**src/rtl/rtc_pkg.sv**
```systemverilog
// Shared definitions for the RTC field write sequencer: state codes, field indices
// and the one-hot mux select patterns.
package rtc_pkg;

    typedef logic [2:0] state_t;

    localparam state_t ST_IDLE   = 3'd0;
    localparam state_t ST_SCAN   = 3'd1;
    localparam state_t ST_SETTLE = 3'd2;
    localparam state_t ST_REQ    = 3'd3;
    localparam state_t ST_FIN    = 3'd4;

    localparam logic [2:0] FLD_A = 3'd0;
    localparam logic [2:0] FLD_B = 3'd1;
    localparam logic [2:0] FLD_C = 3'd2;
    localparam logic [2:0] FLD_D = 3'd3;
    localparam logic [2:0] FLD_E = 3'd4;
    localparam logic [2:0] FLD_F = 3'd5;

    localparam logic [5:0] SEL_NONE = 6'b000000;
    localparam logic [5:0] SEL_A    = 6'b100000;
    localparam logic [5:0] SEL_B    = 6'b010000;
    localparam logic [5:0] SEL_C    = 6'b001000;
    localparam logic [5:0] SEL_D    = 6'b000100;
    localparam logic [5:0] SEL_E    = 6'b000010;
    localparam logic [5:0] SEL_F    = 6'b000001;

    localparam logic [7:0] RTC_BASE_ADDR_DEFAULT = 8'h00;

    // Field A sits on the MSB of the select, so later fields shift right.
    function automatic logic [5:0] fld_sel(input logic [2:0] idx);
        fld_sel = SEL_A >> idx;
    endfunction

endpackage

```
**src/rtl/rtc_field_write_seq.sv**
```systemverilog
// Steps through the enabled RTC time/date fields A..F, driving the byte-mux select and
// register address and handshaking one write per field. `RTC_WSEQ_TIMEOUT_EN adds an ack timeout.
module rtc_field_write_seq
    import rtc_pkg::*;
#(
    parameter logic [7:0] BASE_ADDR      = RTC_BASE_ADDR_DEFAULT,
    parameter int         TIMEOUT_CYCLES = 1024
) (
    input  logic       clk,
    input  logic       reset,
    input  logic       start,
    input  logic [5:0] field_mask,
    output logic [5:0] sel,
    output logic [7:0] addr,
    output logic       wr_req,
    input  logic       wr_ack,
    output logic       busy,
    output logic       done
`ifdef RTC_WSEQ_TIMEOUT_EN
    ,
    output logic       err
`endif
);

    if (TIMEOUT_CYCLES < 1 || TIMEOUT_CYCLES > 65535) begin : g_bad_timeout
        $error("TIMEOUT_CYCLES must fit the 16-bit ack counter");
    end

    state_t     state;
    logic [5:0] mask_q;
    logic [2:0] idx;
    logic       timeout;

`ifdef RTC_WSEQ_TIMEOUT_EN
    logic [15:0] ack_cnt;

    assign timeout = (state == ST_REQ) && !wr_ack
                     && (ack_cnt == 16'(TIMEOUT_CYCLES - 1));

    // Counter restarts on every entry to REQ; err persists until the next accepted start.
    always_ff @(posedge clk) begin
        if (reset) begin
            ack_cnt <= '0;
            err     <= 1'b0;
        end else begin
            if (state == ST_SETTLE) begin
                ack_cnt <= '0;
            end else if (state == ST_REQ) begin
                ack_cnt <= ack_cnt + 16'd1;
            end
            if (state == ST_IDLE && start) begin
                err <= 1'b0;
            end else if (timeout) begin
                err <= 1'b1;
            end
        end
    end
`else
    assign timeout = 1'b0;
`endif

    always_ff @(posedge clk) begin
        if (reset) begin
            state  <= ST_IDLE;
            mask_q <= '0;
            idx    <= FLD_A;
            sel    <= SEL_NONE;
            addr   <= BASE_ADDR;
            wr_req <= 1'b0;
            busy   <= 1'b0;
            done   <= 1'b0;
        end else begin
            done <= 1'b0;
            case (state)
                ST_IDLE: begin
                    sel <= SEL_NONE;
                    if (start) begin
                        mask_q <= field_mask;
                        idx    <= FLD_A;
                        busy   <= 1'b1;
                        state  <= ST_SCAN;
                    end
                end
                ST_SCAN: begin
                    // mask bit 5 belongs to field A, so index from the top.
                    if (mask_q[3'd5 - idx]) begin
                        sel   <= fld_sel(idx);
                        addr  <= BASE_ADDR + {5'd0, idx};
                        state <= ST_SETTLE;
                    end else if (idx == FLD_F) begin
                        done  <= 1'b1;
                        busy  <= 1'b0;
                        sel   <= SEL_NONE;
                        state <= ST_FIN;
                    end else begin
                        idx <= idx + 3'd1;
                    end
                end
                ST_SETTLE: begin
                    wr_req <= 1'b1;
                    state  <= ST_REQ;
                end
                ST_REQ: begin
                    if (wr_ack || timeout) begin
                        wr_req <= 1'b0;
                        if (idx == FLD_F || timeout) begin
                            done  <= 1'b1;
                            busy  <= 1'b0;
                            sel   <= SEL_NONE;
                            state <= ST_FIN;
                        end else begin
                            idx   <= idx + 3'd1;
                            state <= ST_SCAN;
                        end
                    end
                end
                ST_FIN: begin
                    state <= ST_IDLE;
                end
                default: begin
                    state <= ST_IDLE;
                end
            endcase
        end
    end

endmodule

```
**config.mk**
```make
export PLATFORM = sky130hd
export DESIGN_NAME = rtc_field_write_seq
export DESIGN_NICKNAME = d
export VERILOG_FILES = /design/src/rtl/rtc_pkg.sv /design/src/rtl/rtc_field_write_seq.sv
export SDC_FILE = /design/constraint.sdc
export NUM_CORES = 1
export LEC_CHECK = 0
export ABC_AREA = 1
export CORE_MARGIN = 2
export CORE_UTILIZATION = 40
export CTS_CLUSTER_DIAMETER = 100
export DETAILED_ROUTE_END_ITERATION = 7
export DONT_BUFFER_PORTS = 1
export PLACE_DENSITY = 0.56
export RECOVER_POWER = 100
export SLEW_MARGIN = 15
export SYNTH_ARGS = -nofsm -noshare
export SYNTH_HDL_FRONTEND = slang
export SYNTH_SLANG_ARGS = --single-unit
```
**constraint.sdc**
```tcl
create_clock -name clk -period 2.2 [get_ports clk]
set_clock_uncertainty 0.15 [all_clocks]
set_input_delay 0.22 -clock clk [delete_from_list [all_inputs] [get_ports clk]]
set_output_delay 0.22 -clock clk [all_outputs]
set_load 0.005 [all_outputs]
```
==> results.cfg, run 1 <==
[status]
status = complete, no violations

[worst_hold_path]
hold_path.class = input port to flop

[grt]
grt_pass1_wl_mm = 4.73
grt_pass1_vias = 1072
track_usage_pct = 17.3
grt_max_degree = 14
grt_antenna_before_repair = 0
grt-ovfl-total = 0

[final_layout]
postLayoutCoreUtil_pct = 46.5
final_nets = 209
drive_gt1_share_pct = 12.6
n_antenna_cell = 0
area_growth_pct = 8.16
layout.cells.non_filler = 235

[drt]
vias_per_cell = 4.76
drc = 0
ant_nets = 0
wl_mm = 2.76
first_pass_iters = 4
wire_per_inst_um = 11.7
drt-initial-drc-count = 27
vias = 1119

[timing]
fin_crit_ns = 1.99
timing.final.hold_violations = 0
tightestPinTransition_ns = 0.643
rsz0062_at_grt = no
fin_ws_ns = 0.206
fin_tns_setup_ns = 0
timing.final.crit_share_pct = 90.6
slew_violations = 0
maxSlewHeadroom_pct = 57.0
fmax_mhz = 502
setup-violations-final = 0

[floorplanning]
io_pins = 27
dieWidth_um = 61.7
die_h_um = 61.7
start_util_pct = 43.0
rows = 20
dieArea_mm2 = 0.00381
coreArea_mm2 = 0.00310

[placement]
place_ws_ns = 0.203
dp.cells = 224
portBuffers = 0
gp_congestion = 0.838
dpl.hpwl_mm = 2.01

[clock_network]
root_buffer = clkbuf_4
cts_setup_buffers = 0
clk-insertion-delay-late_ns = 0.31
clock_sinks = 24
cts_tree = built
clk_path_buf_depth = 2
numCtsBuffers = 3
htree_num_levels = 1
worst_setup_hold_path_clk_slew_ns = 0.13

[setup_path]
crit_required_ns = 2.30
worst-path-buf-inv = 2
crit_arrival_ns = 2.09
worstSetupPathType = flop to flop
cp-start-kind = flop
critPathMaxStageDelay_ns = 0.39
cp_max_fo = 7
crit_slowest_cell = dfxtp_2
cp-end-kind = flop
path_cells = inv_1 > ha_1 > inv_1 > nand3_1 > nand2_2 > nand2_4 > a21boi_2 > nand2_2 > nand2_1 > nand2_1 > a21oi_2
crit_family = simple AND/OR/NAND/NOR gates

[flow_run]
cap_violations = 0

[yosys]
yosysUniqueCellTypes = 25
yosys_warnings = 0
syn_area_mm2 = 0.00133
synth_cells = 184
ys_seq_area_share_pct = 36.0
syn_avg_cell_area_um2 = 7.25
ys_ff_latch = 24

[pwr]
peakVddDrop_mv = 0.471
power.total_mw = 1.54
power_leakage_nw = 0.648
pwr_density_cell_mw_per_mm2 = 1070
## cell usage after synthesis, drive strengths merged
cell type  number  area share [%]
nand4           7             3.8
nand3           5             2.3
conb            1            0.28
inv            28             7.9
ha              6             5.6
a21oi          25              11
clkbuf          2            0.56
nor3            5             2.6
nand2          51              17
o21ai          10             3.8
o211ai          1            0.56
nor2           12             3.9
dfxtp          24              36
buf             6             3.2
a21boi          1             1.4
## sequential cells by signal, indices dropped and copies added, names as in the netlist
name	count
mask_q	6
idx	3
state	3
busy	1
wr_req	1
done	1
addr	3
sel	6
## tightest hold or removal path, cell delays in order
cell and delay, ns:
inv_1 0.13, nand2_1 0.11, inv_1 0.03
## cells in the final DEF (no fill, tap or decap), types with 2 or more instances in the layout
master and instances:
nor3_1 3, a21oi_1 20, dlygate4sd3_1 8, ha_1 6, inv_2 2, nand4_1 6
nand2_2 6, dfxtp_1 23, clkbuf_4 3, nor3_2 2, nor2_1 11, nand2_1 43
conb_1 5, o21ai_0 10, nand3_1 5, nand2_4 2, a21oi_2 4, inv_1 26
## cell type report
type	count	area, um2
Multi-Input combinational cell	128	698
Inverter	28	105
Clock buffer	3	22.5
Timing Repair Buffer	8	80.1
Tap cell	44	55.1
Fill cell	339	1660
Sequential cell	24	482
## power breakdown
group	total [mW]	switching, mW	internal (mW)	leakage, nW
Sequential	0.621	0.0829	0.538	0.196
Combinational	0.729	0.489	0.240	0.438
Clock	0.193	0.129	0.0640	0.0138
## kinds of logic after synthesis
group	Yosys count	share of synthesized area [%]
AOI/OAI and AO/OA	37	17.1
other	1	0.281
buffers and inverters	36	11.6
and+or+nand+nor	80	29.4
adders and majority gates	6	5.63
DFF	24	36.0
## stage by stage
| stage | hold WS, ns | area, um2 |
|---|---|---|
| after floorplan | 0.140 | 1350 |
| after global placement | 0.136 | 1350 |
| after detailed placement | 0.138 | 1350 |
| after CTS | 0.0371 | 1460 |
| after global routing | 0.0559 | 1440 |
| final | 0.0484 | 1440 |
## metal layers
layer,GRT usage [%],wire length [um]
met3,4.55,143
met5,0,0
met4,8.21,52
met1,20.2,1260
met2,29.5,1300
## worst paths after layout
kind / from / to / slack [ns] / cells past startpoint
worst max-delay path: idx[1] / sel[2] / 0.21 / 11
worst min-delay path: reset / state[1] / 0.05 / 3
worst max register to register: idx[1] / sel[2] / 0.21 / 11
worst min register to register: mask_q[5] / mask_q[5] / 0.32 / 2
## timing repair
action / 4_1_cts / 5_1_grt
gates resized for setup: 0 / 1
hold buffers: 8 / 0
hold endpoints to repair: 19 / 0
endpoints found under the setup margin: 0 / 1
No activity file was read; power rests on OpenSTA's default activity.
==> run 2, diff against run 1 <==
--- a/config.mk
+++ b/config.mk
@@ -11,7 +11,8 @@
 export CTS_CLUSTER_DIAMETER = 100
 export DETAILED_ROUTE_END_ITERATION = 7
 export DONT_BUFFER_PORTS = 1
-export PLACE_DENSITY = 0.56
+export MAX_ROUTING_LAYER = met4
+export PLACE_DENSITY = 0.53
 export RECOVER_POWER = 100
 export SLEW_MARGIN = 15
 export SYNTH_ARGS = -nofsm -noshare
==> run 2 against run 1 <==
- sequential share of layout area decreased by 0.14 points
- cell area increased by 0.43%
- wire length decreased by 2.7%
- global-route usage decreased by 0.58 points
- clock-buffer cell count increased by 1
- sequential power about the same
- clock power increased by 25%
- highest routed layer unchanged
- register-to-register slack about the same
==> results.cfg, run 2 (synthesis gave the netlist of run 1 again) <==
[timing]
whs_ns = 0.0195
slew_violations = 0
timing.final.hold_violations = 0
timing.final.crit_share_pct = 91.3
fin_crit_ns = 2.01
maxSlewHeadroom_pct = 55.9
fmax_mhz = 498
fin_tns_setup_ns = 0
fin_ws_ns = 0.192
tightestPinTransition_ns = 0.659
setup-violations-final = 0
rsz0062_at_grt = no

[worst_hold_path]
hold_path_end = state[1]
hold_path.class = input port to flop
whs_path_depth = 5
min-delay-start = wr_ack

[floorplanning]
start_util_pct = 43.0
dieWidth_um = 61.7
die_h_um = 61.7
coreArea_mm2 = 0.00310
rows = 20
dieArea_mm2 = 0.00381
io_pins = 27

[final_layout]
area_growth_pct = 8.63
reg_top3 = mask_q x6, sel x6
layout.cells.non_filler = 236
n_antenna_cell = 0
postLayoutCoreUtil_pct = 46.7
final_common_cell = nand2_1
drive_gt1_share_pct = 12.0
final_nets = 209
final_area_mm2 = 0.00145
layout_common_cells = 46 x nand2_1, 26 x inv_1, 23 x dfxtp_1, 20 x a21oi_1, 11 x nor2_1

[setup_path]
crit_slowest_cell = dfxtp_2
critPathMaxStageDelay_ns = 0.40
cp-start-kind = flop
path_cells = inv_1 > ha_1 > inv_1 > nand3_2 > nand2_2 > nand2_1 > nand2_1 > nand2_4 > a21oi_1 > nor3_2
r2r-start = idx[1]
rr_worst_depth = 10
worstSetupPathType = flop to flop
crit_arrival_ns = 2.05
crit_required_ns = 2.24
ff2ff_setup_slack_ns = 0.19
rr_endpoint = idx[0]
cp_max_fo = 6
cp-end-kind = flop

[drt]
wl_met1_mm = 1.26
first_pass_iters = 4
wl_met3_um = 134
vias_per_cell = 4.80
ant_nets = 0
wl_met2_mm = 1.26
dr.max_layer_used = met4
vias = 1133
wire_per_inst_um = 11.4
drt-initial-drc-count = 45
wl_mm = 2.68
drc = 0

[pwr]
power_leakage_nw = 0.653
peakVddDrop_mv = 0.398
power.total_mw = 1.57
pwr_density_cell_mw_per_mm2 = 1080

[clock_network]
cts_tree = built
root_buffer = clkbuf_4
clk_path_buf_depth = 2
worst_setup_hold_path_clk_slew_ns = 0.14
clock_sinks = 24
cts_setup_buffers = 0
htree_num_levels = 1
numCtsBuffers = 3
clk-insertion-delay-late_ns = 0.33

[grt]
grt_pass1_wl_mm = 4.60
track_usage_pct = 16.7
grt_max_degree = 14
grt_pass1_vias = 1082
grt-ovfl-total = 0
grt_antenna_before_repair = 0

[status]
status = complete, no violations

[placement]
place_ws_ns = 0.237
gp_congestion = 0.837
placed_cell_area_mm2 = 0.00135
portBuffers = 0
dp.cells = 224
dpl.hpwl_mm = 2.00

[flow_run]
cap_violations = 0
## run 2: cell count changes in the layout (fill, tap and decap cells not counted)
cell / before / now
nand2_2: 6 / 4
nand2_1: 43 / 46
clkbuf_8: 0 / 1
nand3_2: 0 / 1
nand2_4: 2 / 1
nand3_1: 5 / 4
## run 2: worst max path at each step
stage	startpoint	end	slack (ns)	cells past startpoint
final	idx[1]	idx[0]	0.19	10
after CTS	idx[1]	sel[2]	0.17	10
after global placement	idx[1]	sel[0]	0.27	10
after detailed placement	idx[1]	sel[0]	0.24	10
after floorplan	idx[1]	idx[1]	0.37	8
after global routing	idx[1]	sel[2]	0.03	11
## run 2: final cells by class
cell class	count	area (um2)
multi-input combinational	128	691
tap	44	55.1
fill	342	1650
inverter	28	105
sequential	24	482
clock buffer	4	36.3
timing repair buffer	8	80.1
## run 2: timing repair
item / CTS / global route
resized for setup: 0 / 1
endpoints found under the setup margin: 0 / 5
endpoints found under the hold margin: 19 / 0
hold buffers: 8 / 0
## run 2: critical path: cells and delay by family (launching register included)
kind / cells / cell delay (ns)
AOI/OAI and AO/OA: 1 / 0.18
adders and majority gates: 1 / 0.32
DFF: 1 / 0.40
buffers and inverters: 2 / 0.21
and+or+nand+nor: 6 / 0.61
## run 2: routing by layer
| metal | global-route usage (%) | vias to the layer above |
|---|---|---|
| met5 | - | - |
| met4 | 6.38 | 0 |
| met3 | 3.93 | 4 |
| met2 | 28.0 | 23 |
| met1 | 19.4 | 510 |
| li1 | - | 596 |
## run 2: report_power, final
group	switching (mW)	total [mW]	internal [mW]
clock network	0.139	0.241	0.101
registers	0.0823	0.620	0.538
logic	0.476	0.706	0.230
==> run 3, diff against run 2 <==
--- a/config.mk
+++ b/config.mk
@@ -5,14 +5,13 @@
 export SDC_FILE = /design/constraint.sdc
 export NUM_CORES = 1
 export LEC_CHECK = 0
-export ABC_AREA = 1
-export CORE_MARGIN = 2
+export ABC_AREA = 0
+export CORE_MARGIN = 1
 export CORE_UTILIZATION = 40
 export CTS_CLUSTER_DIAMETER = 100
 export DETAILED_ROUTE_END_ITERATION = 7
 export DONT_BUFFER_PORTS = 1
 export MAX_ROUTING_LAYER = met4
-export PLACE_DENSITY = 0.53
 export RECOVER_POWER = 100
 export SLEW_MARGIN = 15
 export SYNTH_ARGS = -nofsm -noshare
==> run 3 against run 2 <==
- the flow now finishes with violations (negative hold slack, negative setup slack)
- wire length shrank 9.2%
- synthesized cell count shrank 32%
- flip-flop and latch count is the same
- synthesized area shrank 11%
- non-clock buffer count grew 11
- power shrank 48%
- combinational power shrank 80%
- critical endpoint is now idx[1]
- highest routed layer unchanged
==> results.cfg, run 3 <==
[drt]
wire_per_inst_um = 14.2
ant_nets = 0
first_pass_iters = 4
drc = 0
vias = 934
drt-initial-drc-count = 28
wl_mm = 2.43
vias_per_cell = 5.43

[yosys]
yosysUniqueCellTypes = 37
synth_top_cell_area_share_pct = 40.5
synth_top_cells_by_count = 24 x dfxtp_1, 19 x nor2_1, 9 x mux2i_1, 7 x buf_4, 7 x nand2_1
yosys.cell_count.top_type = dfxtp_1
yosys_most_used_dff = dfxtp_1
ys_ff_latch = 24
ys_seq_area_share_pct = 40.5
synth.top_cells.by_area = dfxtp_1 41%, mux2i_1 7.6%, ha_1 6.3%
yosys_warnings = 0
synth_area_leader_cell = dfxtp_1
synth_cells = 126
async_flop_share_pct = 0
synth_edf_count = 0
syn_area_mm2 = 0.00119
syn_avg_cell_area_um2 = 9.41

[final_layout]
postLayoutCoreUtil_pct = 50.6
drive_gt1_share_pct = 24.8
final_nets = 158
n_fill_cell = 266
area_growth_pct = 18.7
layout_common_cells = 21 x dfxtp_1, 18 x nor2_1, 10 x buf_4, 9 x mux2i_1, 8 x dlygate4sd3_1
final_area_mm2 = 0.00141
reg_top3 = mask_q x6, sel x6
n_antenna_cell = 0
final_common_cell = dfxtp_1

[grt]
grt_max_degree = 22
grt-ovfl-total = 0
grt-busiest-layer = met2
grt_pass1_wl_mm = 4.17
grt_util_met3_pct = 2.76
track_usage_pct = 17.3
use_met2_pct = 27.9
grt_antenna_before_repair = 0
grt_pass1_vias = 924
use_met1_pct = 20.7

[clock_network]
clk-insertion-delay-late_ns = 0.32
cts-hold-fix-buffers = 8
worst_setup_hold_path_clk_slew_ns = 0.13
htree_num_levels = 1
clk_path_buf_depth = 2
clock_sinks = 24
root_buffer = clkbuf_4
cts_tree = built
numCtsBuffers = 3

[pwr]
power_leakage_nw = 0.588
switching_power_uw = 216
comb_power_share_pct = 17.7
p_int_uw = 597
switching_share_pct = 26.6
p_seq_share_pct = 57.5
power.total_uw = 813
peakVddDrop_mv = 0.370
pwr_density_cell_mw_per_mm2 = 578
clkPwrFrac_pct = 24.8

[timing]
fmax_mhz = 421
timing.final.crit_share_pct = 108
timing.final.hold_violations = 10
fin_crit_ns = 2.38
setup-violations-final = 11
fin_ws_ns = -0.176
rsz0062_at_grt = yes
slew_violations = 0
whs_ns = -0.213

[setup_path]
rr_worst_depth = 8
path_cells = inv_4 > ha_4 > mux2_4 > a222oi_1 > buf_4 > o311ai_4 > or3_1 > a21oi_2
crit_required_ns = 2.31
cp-start-kind = flop
worstSetupPathType = flop to flop
critPathMaxStageDelay_ns = 0.38
crit_slowest_cell = dfxtp_4
r2r-start = idx[1]
crit_arrival_ns = 2.49
cp-end-kind = flop
ff2ff_setup_slack_ns = -0.18
cp_max_fo = 6
rr_endpoint = idx[1]

[placement]
portBuffers = 0
placed_cell_area_mm2 = 0.00125
gp_congestion = 0.832
dpl.hpwl_mm = 1.63

[worst_hold_path]
hold_path.class = input port to flop
hold_path_end = idx[1]
whs_path_depth = 1
min-delay-start = reset

[floorplanning]
io_pins = 27
coreArea_mm2 = 0.00278
dieArea_mm2 = 0.00319
start_util_pct = 42.6
rows = 19
dieWidth_um = 56.5
die_h_um = 56.5

[status]
status = complete, but fails checks
violations = negative hold slack, negative setup slack

[flow_run]
cap_violations = 0
-- run 3: power groups by stage --
stage               Combinational (mW)  Sequential, mW  Clock [mW]
global placement                 0.114           0.477           0
finish                           0.144           0.468       0.202
detailed placement               0.117           0.476           0
CTS                              0.143           0.467       0.217
floorplan                        0.109           0.470           0
global route                     0.160           0.470       0.228
-- run 3: cell families after synthesis --
kind of cell	after synthesis	synth area share, %
AOI/OAI and AO/OA	21	14.1
adders and majority gates	6	6.33
buffers and inverters	17	8.54
DFF	24	40.5
muxes	12	10.8
other	1	0.316
and+or+nand+nor	45	19.4
-- run 3: worst max path at each step --
stage,start,cells past startpoint,end
6_report,idx[1],8,idx[1]
5_1_grt,idx[1],9,sel[5]
4_1_cts,idx[1],8,idx[1]
3_5_place_dp,idx[1],8,idx[1]
3_3_place_gp,idx[1],8,idx[1]
2_1_floorplan,idx[1],8,sel[0]
-- run 3: cell type report --
type / count / area [um2] / area share [%]
Inverter: 5 / 21.3 / 1.51
Timing Repair Buffer: 19 / 163 / 11.6
Multi-Input combinational cell: 89 / 672 / 47.7
Clock buffer: 4 / 26.3 / 1.87
Tap cell: 31 / 38.8 / 2.76
Sequential cell: 24 / 487 / 34.6
-- run 3: metrics by stage --
stage               std cells  TNS, ns  setup WS (ns)  hold slack [ns]
floorplan                 130   -0.860         -0.111            0.217
global placement          158   -0.159        -0.0830            0.141
detailed placement        158   -0.556         -0.162            0.141
CTS                       172    -1.45         -0.160           -0.232
global route              172    -3.22         -0.308           -0.234
finish                    172    -1.49         -0.176           -0.213
-- run 3: critical path: cells and delay by family, from the launching register on --
family / cells / cell delay (ns)
AOI/OAI and AO/OA: 3 / 0.63
adders and majority gates: 1 / 0.27
buffers and inverters: 2 / 0.25
DFF: 1 / 0.38
muxes: 1 / 0.30
and+or+nand+nor: 1 / 0.36
-- run 3: timing repair --
| action | in CTS | in global routing |
|---|---|---|
| pin swaps | 7 | 4 |
| setup endpoints to repair | 9 | 21 |
| buffers inserted | 2 | 0 |
| cloned | 0 | 0 |
| endpoints found under the hold margin | 23 | 11 |
| resized for setup | 4 | 3 |
-- run 3: per-layer routing --
layer	vias up	routed length (um)
li1	461	-
met1	439	1100
met4	0	71
met5	-	0
met2	27	1170
met3	7	95
